### config.mk
export PLATFORM = sky130hd
export DESIGN_NAME = contador_duzias_datapath_flat
export DESIGN_NICKNAME = d
export VERILOG_FILES = /design/src/rtl/contador_duzias_datapath_if.sv /design/src/rtl/contador_duzias_datapath.sv /design/src/flat_wrapper.sv
export SDC_FILE = /design/constraint.sdc
export NUM_CORES = 1
export LEC_CHECK = 0
export CAP_MARGIN = 20
export CORE_UTILIZATION = 40
export CTS_BUF_LIST = sky130_fd_sc_hd__clkbuf_4
export DETAILED_ROUTE_END_ITERATION = 10
export GPL_TIMING_DRIVEN = 0
export PLACE_DENSITY = 0.63
export SLEW_MARGIN = 30
export SYNTH_ARGS = -nofsm -noshare
export SYNTH_HDL_FRONTEND = slang
export SYNTH_SLANG_ARGS = --single-unit
### constraint.sdc
create_clock -name clk -period 3.58 [get_ports clk]
set_clock_uncertainty 0.05 [all_clocks]
set_input_delay 0.716 -clock clk [delete_from_list [all_inputs] [get_ports clk]]
set_output_delay 0.716 -clock clk [all_outputs]
set_load 0.1 [all_outputs]
### src/rtl/contador_duzias_datapath_if.sv
// Handshake between the dozen-counting FSM and its datapath, plus the
// display/status outputs the datapath exposes.
interface contador_duzias_datapath_if;
    logic       clear;
    logic       cont1;
    logic       add_cont12;
    logic       cont12;
    logic [3:0] units;
    logic [6:0] dozens;
    logic [3:0] bcd_tens;
    logic [3:0] bcd_ones;
    logic       dozen_pulse;
    logic       full;
    logic       overflow;

    // FSM/controller side
    modport master (
        output clear, cont1, add_cont12,
        input  cont12, units, dozens, bcd_tens, bcd_ones, dozen_pulse, full, overflow
    );

    // Datapath side
    modport slave (
        input  clear, cont1, add_cont12,
        output cont12, units, dozens, bcd_tens, bcd_ones, dozen_pulse, full, overflow
    );
endinterface

### src/rtl/contador_duzias_datapath.sv
// Bottle/dozen counting datapath for the bottling-line FSM: counts bottles in
// the current dozen, books completed dozens (saturating) and drives BCD digits.
module contador_duzias_datapath #(
    parameter int DOZEN_SIZE = 12,
    parameter int MAX_DOZENS = 99
) (
    input  logic                          clk,
    input  logic                          reset,
    contador_duzias_datapath_if.slave     bus
);
    logic [3:0] units_q;
    logic [6:0] dozens_q;
    logic [3:0] tens_q, ones_q;
    logic [3:0] tens_d, ones_d;
    logic       add_prev, pulse_q, ovf_q;
    logic       at_dozen, dozen_evt;

    assign at_dozen  = (units_q == 4'(DOZEN_SIZE));
    // Edge-detect add_cont12 so a long FSM dozen state books only one dozen
    assign dozen_evt = bus.add_cont12 & ~add_prev & at_dozen;

    // Binary to BCD by constant compares; the largest threshold passed wins
    always_comb begin
        tens_d = '0;
        ones_d = dozens_q[3:0];
        for (int i = 1; i <= 9; i++) begin
            if (dozens_q >= 7'(10 * i)) begin
                tens_d = 4'(i);
                ones_d = 4'(dozens_q - 7'(10 * i));
            end
        end
    end

    always_ff @(posedge clk or negedge reset) begin
        if (!reset) begin
            units_q  <= '0;
            dozens_q <= '0;
            tens_q   <= '0;
            ones_q   <= '0;
            add_prev <= 1'b0;
            pulse_q  <= 1'b0;
            ovf_q    <= 1'b0;
        end else if (bus.clear) begin
            units_q  <= '0;
            dozens_q <= '0;
            tens_q   <= '0;
            ones_q   <= '0;
            add_prev <= 1'b0;
            pulse_q  <= 1'b0;
            ovf_q    <= 1'b0;
        end else begin
            add_prev <= bus.add_cont12;
            pulse_q  <= dozen_evt;
            tens_q   <= tens_d;
            ones_q   <= ones_d;
            if (dozen_evt) begin
                // A bottle arriving on the booking cycle starts the next dozen
                units_q <= bus.cont1 ? 4'd1 : 4'd0;
                if (dozens_q < 7'(MAX_DOZENS)) dozens_q <= dozens_q + 7'd1;
                else                           ovf_q    <= 1'b1;
            end else if (bus.cont1) begin
                if (at_dozen) ovf_q   <= 1'b1;
                else          units_q <= units_q + 4'd1;
            end
        end
    end

    assign bus.cont12      = at_dozen;
    assign bus.units       = units_q;
    assign bus.dozens      = dozens_q;
    assign bus.bcd_tens    = tens_q;
    assign bus.bcd_ones    = ones_q;
    assign bus.dozen_pulse = pulse_q;
    assign bus.full        = (dozens_q == 7'(MAX_DOZENS));
    assign bus.overflow    = ovf_q;
endmodule

### src/flat_wrapper.sv
// flat-port wrapper written by rule: the top's interface ports become plain ports
module contador_duzias_datapath_flat 
#(
    parameter int DOZEN_SIZE = 12,
    parameter int MAX_DOZENS = 99
)
  (clk, reset, bus_clear, bus_cont1, bus_add_cont12, bus_cont12, bus_units, bus_dozens, bus_bcd_tens, bus_bcd_ones, bus_dozen_pulse, bus_full, bus_overflow);
  contador_duzias_datapath_if bus_i ();
  input  logic clk;
  input  logic reset;
  input wire logic [$bits(bus_i.clear)-1:0] bus_clear;
  input wire logic [$bits(bus_i.cont1)-1:0] bus_cont1;
  input wire logic [$bits(bus_i.add_cont12)-1:0] bus_add_cont12;
  output wire logic [$bits(bus_i.cont12)-1:0] bus_cont12;
  output wire logic [$bits(bus_i.units)-1:0] bus_units;
  output wire logic [$bits(bus_i.dozens)-1:0] bus_dozens;
  output wire logic [$bits(bus_i.bcd_tens)-1:0] bus_bcd_tens;
  output wire logic [$bits(bus_i.bcd_ones)-1:0] bus_bcd_ones;
  output wire logic [$bits(bus_i.dozen_pulse)-1:0] bus_dozen_pulse;
  output wire logic [$bits(bus_i.full)-1:0] bus_full;
  output wire logic [$bits(bus_i.overflow)-1:0] bus_overflow;
  assign bus_i.clear = bus_clear;
  assign bus_i.cont1 = bus_cont1;
  assign bus_i.add_cont12 = bus_add_cont12;
  assign bus_cont12 = bus_i.cont12;
  assign bus_units = bus_i.units;
  assign bus_dozens = bus_i.dozens;
  assign bus_bcd_tens = bus_i.bcd_tens;
  assign bus_bcd_ones = bus_i.bcd_ones;
  assign bus_dozen_pulse = bus_i.dozen_pulse;
  assign bus_full = bus_i.full;
  assign bus_overflow = bus_i.overflow;
  contador_duzias_datapath #(.DOZEN_SIZE(DOZEN_SIZE), .MAX_DOZENS(MAX_DOZENS)) u_core (.clk(clk), .reset(reset), .bus(bus_i));
endmodule
* Word-level counts from Yosys, hierarchy flattened *
Cells that the tools add are included.

cells by class
  add/sub/neg operators = 11
  magnitude comparators = 10
  eq/ne operators = 4
  mux-type cells = 35
  bitwise logic cells = 3
  reduce and logical (&&, ||, !) cells = 7

operator list
  cell                 count
  $mux 4               23
  $ge 7x6->1 const B   3
  $ge 7x7->1 const B   3
  $mux 7               3
  $sub 4x4->4 const B  5
  $ge 7x5->1 const B   2
  $mux 1               9
  $sub 4x3->4 const B  2
  $add 7x1->7 const B  1
  $eq 7x7->1 const B   1
  $ge 7x4->1 const B   1
  $lt 7x7->1 const B   1
  $ne 3x3->1 const B   2
  $reduce_bool 3->1    2
  $add 4x1->4 const B  1
  $eq 4x4->1 const B   1
  $reduce_and 2->1     2
  $reduce_bool 2->1    2
  $sub 4x1->4 const B  1
  $sub 4x2->4 const B  1
  $reduce_and 3->1     1
  $and 1x1->1          2
  $not 1->1            1

word-level totals
  register bits after elaboration = 22
  bits of input ports = 5
  output and inout port bits = 23
  logic and storage cells = 77

* Depth between registers and ports, before layout *
  depth after elaboration = 11
  gate-level depth with buffers = 9
  mapped depth without buffers = 8

* Least setup slack after synthesis *
Ideal clock, no wire load.

  path type = reg-to-output
  from = reg u_core.dozens_q[2] (netlist: u_core.bus.dozens[2])
  to = out bus_full
  arrival = 3.508 ns
  required time = 2.814 ns
  setup slack = -0.694 ns
  cell stages (with the launch flop) = 6
  buffers on the path = 1
  path through = dfrtp_1 buf_4 clkinv_1 ha_1 nand3_1 nor3_1

on the way
  longest elaborated chain between the ends = 1

RTL lines
  element                 line                            source
  from (decl)             contador_duzias_datapath.sv:12  logic [6:0] dozens_q;
  from (signal assigned)  contador_duzias_datapath.sv:59  if (dozens_q < 7'(MAX_DOZENS)) dozens_q <= dozens_q + 7'd1;
  $eq 7x7->1              contador_duzias_datapath.sv:74  assign bus.full = (dozens_q == 7'(MAX_DOZENS));
  to (decl)               flat_wrapper.sv:20              output wire logic [$bits(bus_i.full)-1:0] bus_full;

No other way between the ends.

* Worst setup path in the final report *
  from = reg u_core.units_q[0] (netlist: u_core.bus.units[0])
  to = out bus_cont12

on the way
  longest elaborated chain between the ends = 1

RTL lines
  element                 line                            source
  from (decl)             contador_duzias_datapath.sv:11  logic [3:0] units_q;
  from (signal assigned)  contador_duzias_datapath.sv:58  units_q <= bus.cont1 ? 4'd1 : 4'd0;
  from (signal assigned)  contador_duzias_datapath.sv:63  else units_q <= units_q + 4'd1;
  $eq 4x4->1              contador_duzias_datapath.sv:18  assign at_dozen = (units_q == 4'(DOZEN_SIZE));
  to (decl)               flat_wrapper.sv:14              output wire logic [$bits(bus_i.cont12)-1:0] bus_cont12;

No other way between the ends.

==> results.sh <==
export IMPL_combPwrFrac_pct=9.5
export IMPL_crit_path_max_incr_delay_ps=1140
export IMPL_synth_area_per_cell_um2=8.93
export IMPL_hp_class="input port to asynchronous set/reset pin"
export IMPL_crit_buf_inv=3
export IMPL_syn_to_final_growth_pct=22.3
export IMPL_cts_buffer_depth=2
export IMPL_finalWirelength_mm=4.28
export IMPL_syn_nets=197
export IMPL_p_per_area_mw_per_mm2=210
export IMPL_drc_errors=0
export IMPL_cts_root_buffer="clkbuf_4"
export IMPL_die_w_um=65.4
export IMPL_routed_top_layer="met4"
export IMPL_p_leak_nw=0.830
export IMPL_io_pins=28
export IMPL_met2_wirelength_mm=2.01
export IMPL_crit_path_max_fanout=6
export IMPL_grt_max_degree=23
export IMPL_worst_pin_slew_ps=975
export IMPL_slew_headroom_pct=34.8
export IMPL_critPathKind="flip-flop to primary output"
export IMPL_cts_tree="built"
export IMPL_synth_warnings=0
export IMPL_hpwl_mm=3.20
export IMPL_viasPerCell=5.72
export IMPL_ys_flop_type="dfrtp_1"
export IMPL_worst_setup_path_start_kind="flip-flop"
export IMPL_crit_path_end_kind="primary output"
export IMPL_postCtsSetupRepairBufs=0
export IMPL_worstPathRequired_ps=2810
export IMPL_die_h_um=65.4
export IMPL_preCtsSetupSlack_ps=408
export IMPL_drt_initial_drc_count=67
export IMPL_final_nets=229
export IMPL_synth_top_cells_by_area="dfrtp_1, ha_1, nor2_1"
export IMPL_synth_cell_types=56
export IMPL_yosys_register_bits=22
export IMPL_peakVddDrop_mv=0.123
export IMPL_vias=1481
export IMPL_path_clk_slew_ps=130
export IMPL_first_global_vias=1483
export IMPL_status="complete, no violations"
export IMPL_clock_sinks=22
export IMPL_grt_ovfl_total=0
export IMPL_seqPwrFrac_pct=61.5
export IMPL_min_period_ps=3180
export IMPL_synthCells=180
export IMPL_antennaDiodeCount=0
export IMPL_netSwitchingPower_w=0.000110
export IMPL_ys_seq_area_share_pct=34.2
export IMPL_timing_final_ws_setup_ps=401
export IMPL_dieArea_mm2=0.00428
export IMPL_route_met3_wl_um=154
export IMPL_cts_buffers=3
export IMPL_wl_per_cell_um=16.5
export IMPL_track_usage_pct=22.3
export IMPL_syn_area_mm2=0.00161
export IMPL_internal_power_w=0.000302
export IMPL_num_fill_cells=356
export IMPL_cpLargestDelayFamily="buffers and inverters"
export IMPL_std_cell_rows=22
export IMPL_path_cells="inv_1, ha_1, nand3_1, inv_2, clkdlybuf4s50_1"
export IMPL_coreArea_mm2=0.00377
export IMPL_hold_viol_final=0
export IMPL_slowest_stage="clkdlybuf4s50_1"
export IMPL_grt_pass1_wl_mm=7.30
export IMPL_antenna_left=0
export IMPL_synth_top_area_share_pct=34.2
export IMPL_slew_violations=0
export IMPL_clock_fmax_ghz=0.315
export IMPL_synth_largest_area_cell="dfrtp_1"
export IMPL_pwr_share_clk_pct=29.0
export IMPL_finalCritPeriodShare_pct=88.8
export IMPL_rsz0062_at_grt="no"
export IMPL_drt_pre_antenna_iters=4
export IMPL_drv_cap=0
export IMPL_clock_tree_htree_level_count=1
export IMPL_seq_area_um2=551
export IMPL_crit_arrival_ps=2410
export IMPL_multi_input_area_um2=956
export IMPL_drt_met1_wl_mm=2.07
export IMPL_tns_ps=0
export IMPL_synth_edf_count=0
export IMPL_setup_viol=0
export IMPL_clk_insertion_delay_late_ps=320
export IMPL_cts_hold_buffers_added=0
export IMPL_finalWeightedCongestion=0.888
export IMPL_swShare_pct=26.7
export IMPL_async_flop_share_pct=100
export IMPL_io_buffers=27
export IMPL_drive_gt1_share_pct=10.9
export IMPL_start_util_pct=42.6
export IMPL_antenna_found_initial=0
[power by group through the flow]
stage	registers (W)	logic [W]	clock network, W
detailed placement	0.000258	0.0000407	0
floorplan	0.000271	0.0000102	0
CTS	0.000254	0.0000407	0.000126
global route	0.000254	0.0000428	0.000133
finish	0.000253	0.0000393	0.000119
global placement	0.000258	0.0000401	0
[cells in the final DEF (no fill, tap or decap), types with 6 or more instances in the layout]
cell | synthesis | final
ha_1 | 12 | 12
dfrtp_1 | 22 | 22
clkdlybuf4s50_1 | 0 | 25
nor2_1 | 16 | 16
a21oi_1 | 6 | 6
nand2_1 | 11 | 11
nand3_1 | 9 | 9
inv_1 | 8 | 8
[final timing paths]
kind,startpoint,end,slack (ps),cells past startpoint
max,u_core.bus.units[0]$_DFFE_PN0P_,bus_cont12,400,5
min,reset,u_core.bus.units[0]$_DFFE_PN0P_,290,1
max reg2reg,u_core.bus.dozens[2]$_DFFE_PN0P_,u_core.bus.dozens[5]$_DFFE_PN0P_,720,8
min reg2reg,u_core.add_prev$_DFF_PN0_,u_core.bus.dozen_pulse$_DFF_PN0_,530,3
max in group asynchronous,reset,u_core.bus.units[2]$_DFFE_PN0P_,2860,1
min in group clk,u_core.add_prev$_DFF_PN0_,u_core.bus.dozen_pulse$_DFF_PN0_,530,3
[registers in the layout, summed over array words and instances (netlist names)]
name / cells
u_core.bus.dozens: 7
u_core.bus.bcd_ones: 4
u_core.bus.bcd_tens: 4
u_core.bus.units: 4
u_core.add_prev: 1
u_core.bus.dozen_pulse: 1
u_core.bus.overflow: 1
[kinds of logic after synthesis]
group | Yosys count | share of synthesized area, %
XOR/XNOR | 7 | 3.81
multiplexers | 3 | 1.95
buffers and inverters | 24 | 6.61
adder cells (fa/ha/maj) | 12 | 9.34
AND/OR/NAND/NOR | 66 | 21.9
flip-flops | 22 | 34.2
AO/OA/AOI/OAI | 46 | 22.1
[through the flow]
step           instances  hold WS (ps)  utilization [%]  total power, W  area (µm²)
2_1_floorplan        180           370                -        0.000281        1610
3_3_place_gp         255           499             51.5        0.000298        1940
3_5_place_dp         255           528             51.5        0.000299        1940
4_1_cts              259           560             52.2        0.000420        1970
5_1_grt              259           318             52.2        0.000430        1970
6_report             259           290             52.2        0.000412        1970
[cell usage after synthesis (3+ instances only)]
library cell  instances
dfrtp_1              22
ha_1                 12
o21ai_0               4
a21oi_1               6
nor2b_1               4
buf_2                 4
xnor2_1               5
nor4_1                3
clkbuf_1              5
nor2_1               16
nand2_1              11
nand3_1               9
o21ai_1               3
buf_4                 3
o22ai_1               3
and2_1                4
nor3_1                6
inv_1                 8
inv_2                 3
[routing by layer]
layer	up-vias	GRT usage [%]
li1	717	-
met1	726	31.5
met2	34	35.4
met3	4	4.69
met4	0	3.53
met5	-	0
[cell type report]
cell class,count,share of cell area (%)
buffer,12,3.12
clock buffer,3,1.15
clock inverter,1,0.191
inverter,12,2.29
multi-input combinational,134,48.6
sequential,22,28.0
tap,48,3.05
timing repair buffer,27,13.6
[repair_timing]
action	CTS	global route
endpoints found under the hold margin	0	0
setup endpoints to repair	0	1
gates resized for setup	0	1
(Power assumes the default switching activity.)
